## src/rtl/word_bus_arbiter.sv

```systemverilog
// Two-requester round-robin arbiter for a shared word path.
// One owner at a time. Ownership ends on i_done or after MAX_HOLD owned
// cycles (watchdog). At least one idle cycle always separates two grants.
module word_bus_arbiter #(
  parameter int WIDTH    = 16,
  parameter int MAX_HOLD = 8
) (
  input  logic             i_clk,
  input  logic             i_rst,
  input  logic             i_req0,
  input  logic [0:WIDTH-1] i_val0,
  input  logic             i_req1,
  input  logic [0:WIDTH-1] i_val1,
  input  logic             i_done,
  output logic             o_gnt0,
  output logic             o_gnt1,
  output logic             o_sel,
  output logic [0:WIDTH-1] o_val,
  output logic             o_busy,
  output logic             o_err
);

  localparam int CNT_W = (MAX_HOLD > 2) ? $clog2(MAX_HOLD) : 1;
  localparam logic [CNT_W-1:0] CNT_LAST = CNT_W'(MAX_HOLD - 1);

  typedef enum logic [1:0] {
    IDLE = 2'd0,
    OWN0 = 2'd1,
    OWN1 = 2'd2
  } state_t;

  state_t           state, state_nxt;
  logic             last, last_nxt;
  logic [CNT_W-1:0] cnt, cnt_nxt;
  logic             sel_nxt;
  logic [0:WIDTH-1] val_nxt;
  logic             err_nxt;

  // State, arbitration history, watchdog counter and registered outputs
  always_ff @(posedge i_clk) begin
    if (i_rst) begin
      state <= IDLE;
      last  <= 1'b1;
      cnt   <= '0;
      o_sel <= 1'b0;
      o_val <= '0;
      o_err <= 1'b0;
    end else begin
      state <= state_nxt;
      last  <= last_nxt;
      cnt   <= cnt_nxt;
      o_sel <= sel_nxt;
      o_val <= val_nxt;
      o_err <= err_nxt;
    end
  end

  // Next-state: round-robin grant from IDLE, release on done or watchdog
  always_comb begin
    state_nxt = state;
    last_nxt  = last;
    cnt_nxt   = cnt;
    sel_nxt   = o_sel;
    val_nxt   = o_val;
    err_nxt   = 1'b0;
    case (state)
      IDLE: begin
        // Requester 0 wins when alone or when requester 1 was served last
        if (i_req0 && (!i_req1 || last)) begin
          state_nxt = OWN0;
          cnt_nxt   = '0;
          sel_nxt   = 1'b0;
          val_nxt   = i_val0;
        end else if (i_req1) begin
          state_nxt = OWN1;
          cnt_nxt   = '0;
          sel_nxt   = 1'b1;
          val_nxt   = i_val1;
        end
      end
      OWN0, OWN1: begin
        // done takes priority over the watchdog on the final allowed cycle
        if (i_done) begin
          state_nxt = IDLE;
          last_nxt  = (state == OWN1);
        end else if (cnt == CNT_LAST) begin
          state_nxt = IDLE;
          last_nxt  = (state == OWN1);
          err_nxt   = 1'b1;
        end else begin
          cnt_nxt = cnt + CNT_W'(1);
        end
      end
      default: begin
        state_nxt = IDLE;
      end
    endcase
  end

  assign o_gnt0 = (state == OWN0);
  assign o_gnt1 = (state == OWN1);
  assign o_busy = o_gnt0 | o_gnt1;

endmodule

```

## config.mk

```make
export PLATFORM = sky130hd
export DESIGN_NAME = word_bus_arbiter
export DESIGN_NICKNAME = d
export VERILOG_FILES = /design/src/rtl/word_bus_arbiter.sv
export SDC_FILE = /design/constraint.sdc
export NUM_CORES = 1
export LEC_CHECK = 0
export CORE_UTILIZATION = 38
export CTS_CLUSTER_SIZE = 16
export DETAILED_ROUTE_END_ITERATION = 10
export PLACE_DENSITY = 0.78
export SLEW_MARGIN = 20
export SYNTH_ARGS = -nofsm -noshare
export SYNTH_HDL_FRONTEND = slang
export SYNTH_SLANG_ARGS = --single-unit
```

## constraint.sdc

```tcl
create_clock -name i_clk -period 2 [get_ports i_clk]
set_input_delay 0.2 -clock i_clk [delete_from_list [all_inputs] [get_ports i_clk]]
set_output_delay 0.2 -clock i_clk [all_outputs]
set_load 0.05 [all_outputs]
```

==> results.toml, run 1 <==
[placement]
hpwl_mm = 2.084
pre_cts_ws_ns = 0.05489
gp_congestion = 0.7784
dpl_cell_area_um2 = 1692
io_buffers = 57

[status]
run_status = "completed"

[power_and_ir_drop]
combPwrFrac_pct = 40.6
seqPwrFrac_pct = 40.4
powerDensity_nw_per_um2 = 798.6
switching_share_pct = 35.96
power.share.clock_pct = 19.0
intPower_mw = 0.8869
p_sw_mw = 0.4980
leakagePower_nw = 0.6477
max-vdd-ir-drop_uv = 481.2

[worst_setup_path]
crit_buf_inv = 2
path_delay_family = "buffers and inverters"
cp-start-kind = "flop"
crit_type = "reg2out"
worstReg2RegEnd = "cnt[0]$_SDFFE_PP0P_"
slowest_stage = "clkdlybuf4s50_1"
rrSetupSlack_ns = 0.14
cp.depth = 3
crit_chain = "inv_1 > ha_1 > clkdlybuf4s50_1"
worstReg2RegStart = "state[0]$_SDFFE_PP0P_"
critPathRequiredTime_ns = 1.80
critPathLaunch = "state[0]$_SDFFE_PP0P_"
r2r_cells = 5
critical_path_arrival_ns = 1.73
slowest_delay_ns = 0.80
worst_setup_path_end_kind = "output port"
critPathMaxFanout = 3

[timing]
worstMarginPinSlew_ns = 0.6687
setup-violations-final = 0
finalCriticalPeriod_ns = 1.925
fmax_mhz = 519.5
fin_crit_sh_pct = 96.25
maxSlewHeadroom_pct = 55.28
clock_skew_ns = 0.003907
holdWs_ns = 0.4775
slew_violations = 0
timing_hold_violations_final = 0
setup_tns_ns = 0
final.setup.worst_slack_ns = 0.07496
grt_setup_unrepaired = "no"

[yosys]
synthCells = 101
synth_seq_cells = 24
synth_nets = 143
syn_area_um2 = 1076
synthTopCellsByArea = "dfxtp_1 (45%), a221o_1 (15%), nor3b_1 (13%)"
synth_cell_types = 28
synth.most_common_cell = "dfxtp_1"
yosys_warnings = 0
synth_area_leader_cell = "dfxtp_1"
postSynthAreaPerCell_um2 = 10.65
synth_top_cells_by_count = "dfxtp_1 (24), nor3b_1 (18), a221o_1 (16)"
ys_seq_area_share_pct = 44.65
ys.flop_type = "dfxtp_1"
ys_async_sr_fraction_pct = 0
synth_top_cell_area_share_pct = 44.65
synth-edff-count = 0

[routing]
postRouteAntennaNets = 0
drtIter0Drc = 20
num_vias = 1055
vias_per_cell = 5.553
drc = 0
avgRoutedWirePerCell_um = 14.31
wl_mm = 2.719
firstDrtPassIters = 4

[die]
die_x_um = 55.22
rows = 18
die-area_um2 = 3049
initial_core_util_pct = 41.91
coreArea_um2 = 2567
chipHeight_um = 55.22
ios = 58

[hold_path]
holdCritStartpoint = "i_val0[10]"
hold_class = "in2reg"
holdPathStages = 2
hold_end = "o_val[10]$_SDFFE_PP0P_"

[cells_and_area]
final_cell_area_um2 = 1734
drive_gt1_share_pct = 9.375
multiInputGateArea_um2 = 559.3
seq_area_um2 = 480.5
final_nets = 203
nFillCells = 223
diodes = 0
syn_to_final_growth_pct = 61.16

[clock_network]
numCtsBuffers = 3
clockBufferDepth = 2
htree_levels = 1
clock_latency_ns = 0.32
cts_tree = "built"
cts_sinks = 24
clockRootBuffer = "clkbuf_4"
postCtsSetupRepairBufs = 0
path_clk_slew_ns = 0.14

[global_route]
grt_pass1_wl_mm = 4.464
antenna_found_initial = 0
globalRouteTotalUtil_pct = 18.24
grt_max_degree = 18
grt_pass1_vias = 1016
grt_overflow = 0

[run]
max_cap_violations = 0
[how the worst max path moves through the flow]
stage | slack, ns | endpoint
finish | 0.07 | o_gnt1
global route | 0.02 | o_gnt0
CTS | 0.05 | state[0]$_SDFFE_PP0P_
detailed placement | 0.05 | state[0]$_SDFFE_PP0P_
global placement | 0.06 | state[0]$_SDFFE_PP0P_
floorplan | 0.06 | cnt[0]$_SDFFE_PP0P_
[power by group through the flow]
| stage | combinational (mW) | clock [mW] | sequential [mW] |
|---|---|---|---|
| after floorplan | 0.199 | 0 | 0.718 |
| after global placement | 0.555 | 0 | 0.569 |
| after detailed placement | 0.559 | 0 | 0.571 |
| after CTS | 0.561 | 0.266 | 0.560 |
| after global routing | 0.595 | 0.289 | 0.567 |
| final | 0.562 | 0.263 | 0.560 |
[sequential cells by signal (all words and copies together), names as in the netlist]
register / flops
state: 2
o_err: 1
last: 1
cnt: 3
o_val: 16
o_sel: 1
[repair_timing]
action / in CTS / in global routing
setup endpoints to repair: 0 / 17
hold buffers: 0 / 0
gates resized for setup: 0 / 1
[metal layers]
layer,GRT usage [%],up-vias,wire (um)
li1,-,513,-
met1,21.64,505,1135
met5,0,-,0
met2,30.98,35,1381
met3,4.918,2,188
met4,7.500,0,13
[cell families (layout without fill, tap and decap cells)]
group           count (synthesis)  after routing  share of synthesized area, %
compound gates                 26             26                         21.74
fa+ha+maj                       5              5                         5.814
buf+inv                        10             69                         4.187
flops                          24             24                         44.65
mux                             1              1                        0.9303
simple gates                   35             35                         22.67
[through the flow]
step	cells	utilization, %	power, mW
finish	190	67.54	1.385
global route	190	67.54	1.450
CTS	190	67.30	1.388
detailed placement	186	65.89	1.130
global placement	186	65.89	1.124
floorplan	101	-	0.9168
[placed cells by master (no fill, tap or decap), types with 2 or more instances in the layout]
cell and n:
a21oi_1 2, a221o_1 16, buf_4 7, clkbuf_4 3
clkdlybuf4s50_1 56, dfxtp_1 24, ha_1 4, inv_1 2
nand2_1 3, nand2b_1 4, nor3b_1 18, o2bb2ai_1 2
[worst reg2reg max path: stages (launching register included)]
cell and delay (ns):
dfxtp_1 0.39, inv_1 0.08, ha_2 0.35, or3b_1 0.45, or3_1 0.37, a31oi_1 0.16
[area by class of cell]
cell class / count / share of cell area (%)
clock buffer: 4 / 2.092
multi-input combinational: 67 / 32.25
inverter: 2 / 0.4329
tap: 30 / 2.165
sequential: 24 / 27.71
timing repair buffer: 63 / 35.35
(Power assumes the default switching activity.)
==> run 2: changes to the inputs <==
Settings changed: GPL_TIMING_DRIVEN set to 0.
==> run 2 against run 1 <==
Effect of this change: sequential power about the same; global-route usage increased by 0.72 points; first-iteration DRC count decreased by 30%; count of clock-buffer cells in the layout decreased by 1; wire length increased by 2.4%; sequential cell count unchanged; sequential share of layout area increased by 0.70 points; maximum frequency increased by 0.23%; register-to-register slack got worse by 0.04 ns; clock power decreased by 20%; via count increased by 0.19%; critical path type unchanged.
==> results.toml, run 2 (synthesis gave the netlist of run 1 again) <==
[cells_and_area]
multiInputGateArea_um2 = 553.0
final_nets = 204
top_register = "o_val"
diodes = 0
largest_register_ffs = 16
seq_area_um2 = 483.0
final_util_pct = 66.23
final_cell_mix = "clkdlybuf4s50_1 (55), dfxtp_1 (22), nor3b_1 (18)"
final_common_cell = "clkdlybuf4s50_1"
final_cell_area_um2 = 1700
syn_to_final_growth_pct = 58.02
drive_gt1_share_pct = 9.375
nFillCells = 227
top_regs = "o_val (16), cnt (3), state (2)"

[die]
chipHeight_um = 55.22
die_x_um = 55.22
rows = 18
die-area_um2 = 3049
coreArea_um2 = 2567
initial_core_util_pct = 41.91
ios = 58

[clock_network]
cts_sinks = 24
path_clk_slew_ns = 0.12
numCtsBuffers = 3
cts_tree = "built"
postCtsSetupRepairBufs = 0
clock_latency_ns = 0.31
clockRootBuffer = "clkbuf_4"
htree_levels = 1
clockBufferDepth = 2

[worst_setup_path]
worst_setup_path_end_kind = "output port"
cp.depth = 3
crit_chain = "inv_1 > ha_1 > clkdlybuf4s50_1"
slowest_stage = "clkdlybuf4s50_1"
cp-start-kind = "flop"
critical_path_arrival_ns = 1.72
critPathRequiredTime_ns = 1.80
slowest_delay_ns = 0.80
endpoint = "o_gnt1"
rrSetupSlack_ns = 0.10
crit_buf_inv = 2
crit_type = "reg2out"
r2r_cells = 6
path_delay_family = "buffers and inverters"
worstReg2RegStart = "cnt[0]$_SDFFE_PP0P_"
critPathLaunch = "state[0]$_SDFFE_PP0P_"
critPathMaxFanout = 3
worstReg2RegEnd = "cnt[0]$_SDFFE_PP0P_"

[routing]
drtIter0Drc = 14
wl_mm = 2.784
drc = 0
avgRoutedWirePerCell_um = 14.65
firstDrtPassIters = 4
postRouteAntennaNets = 0
vias_per_cell = 5.563
num_vias = 1057

[power_and_ir_drop]
powerDensity_nw_per_um2 = 776.1
max-vdd-ir-drop_uv = 495.1
leakagePower_nw = 0.6365

[global_route]
globalRouteTotalUtil_pct = 18.96
busiest_layer = "met2"
grt_pass1_wl_mm = 4.636
antenna_found_initial = 0
grt_pass1_vias = 1090
met1_usage_pct = 21.00
use_met2_pct = 33.73
grt_max_degree = 13
grtUsageMet3_pct = 4.215
grt_overflow = 0

[timing]
holdWs_ns = 0.3917
worstMarginPinSlew_ns = 0.5229
slew_violations = 0
setup-violations-final = 0
fin_crit_sh_pct = 96.03
maxSlewHeadroom_pct = 65.03
timing_hold_violations_final = 0
finalCriticalPeriod_ns = 1.921
fmax_mhz = 520.7
clock_skew_ns = 0.001161

[placement]
gp_congestion = 0.7370
hpwl_mm = 2.230
io_buffers = 56
dpl_cell_area_um2 = 1677

[hold_path]
hold_class = "in2reg"

[run]
max_cap_violations = 0

[status]
run_status = "completed"
[run 2: cell types whose count changed in the layout (fill, tap and decap cells not counted), sizes merged]
| cell | delta |
|---|---|
| dlygate4sd2 | +1 |
| clkdlybuf4s50 | -1 |
| buf | -1 |
| clkbuf | +1 |
[run 2: tightest hold or removal path, delay by kind of cell]
kind / cells / cell delay [ns]
buffers and inverters: 1 / 0.15
AND/OR/NAND/NOR: 1 / 0.20
AO/OA/AOI/OAI: 1 / 0.13
[run 2: cell type report]
class,instances,area share (%)
Buffer,8,2.208
Sequential cell,24,28.40
Timing Repair Buffer,56,32.89
Tap cell,30,2.208
Clock buffer,3,1.325
Multi-Input combinational cell,67,32.52
Inverter,2,0.4415
[run 2: worst min-delay path by stage]
stage / startpoint / end / slack, ns / cells past startpoint
2_1_floorplan: i_val0[0] / o_val[0]$_SDFFE_PP0P_ / 0.34 / 1
5_1_grt: i_rst / o_val[11]$_SDFFE_PP0P_ / 0.40 / 3
3_3_place_gp: cnt[2]$_SDFFE_PP0P_ / cnt[2]$_SDFFE_PP0P_ / 0.46 / 2
6_report: i_rst / o_val[12]$_SDFFE_PP0P_ / 0.39 / 3
4_1_cts: i_rst / o_val[12]$_SDFFE_PP0P_ / 0.39 / 3
3_5_place_dp: cnt[2]$_SDFFE_PP0P_ / cnt[2]$_SDFFE_PP0P_ / 0.48 / 2
[run 2: through the flow]
step	setup TNS (ns)	power, mW	instances	setup slack [ns]
final	0	1.320	190	0.07943
after CTS	0	1.335	190	0.06172
after detailed placement	0	1.125	187	0.1321
after global placement	0	1.114	187	0.1703
after global routing	-0.002324	1.388	190	-0.002324
after floorplan	0	0.9168	101	0.06400
[run 2: power by group]
| part | switching [mW] | internal [mW] |
|---|---|---|
| clock network | 0.140 | 0.0705 |
| logic | 0.316 | 0.234 |
| registers | 0.0267 | 0.532 |
| total | 0.483 | 0.837 |
[run 2: what timing repair did]
item,in CTS,in global routing
hold buffers,0,0
gates cloned,0,0
resized for setup,1,2
endpoints found under the setup margin,1,2
[run 2: metal layers]
metal / vias up / wire length [um]
met5: - / 0
met4: 0 / 78
met3: 9 / 157
met2: 38 / 1327
met1: 499 / 1220
li1: 511 / -
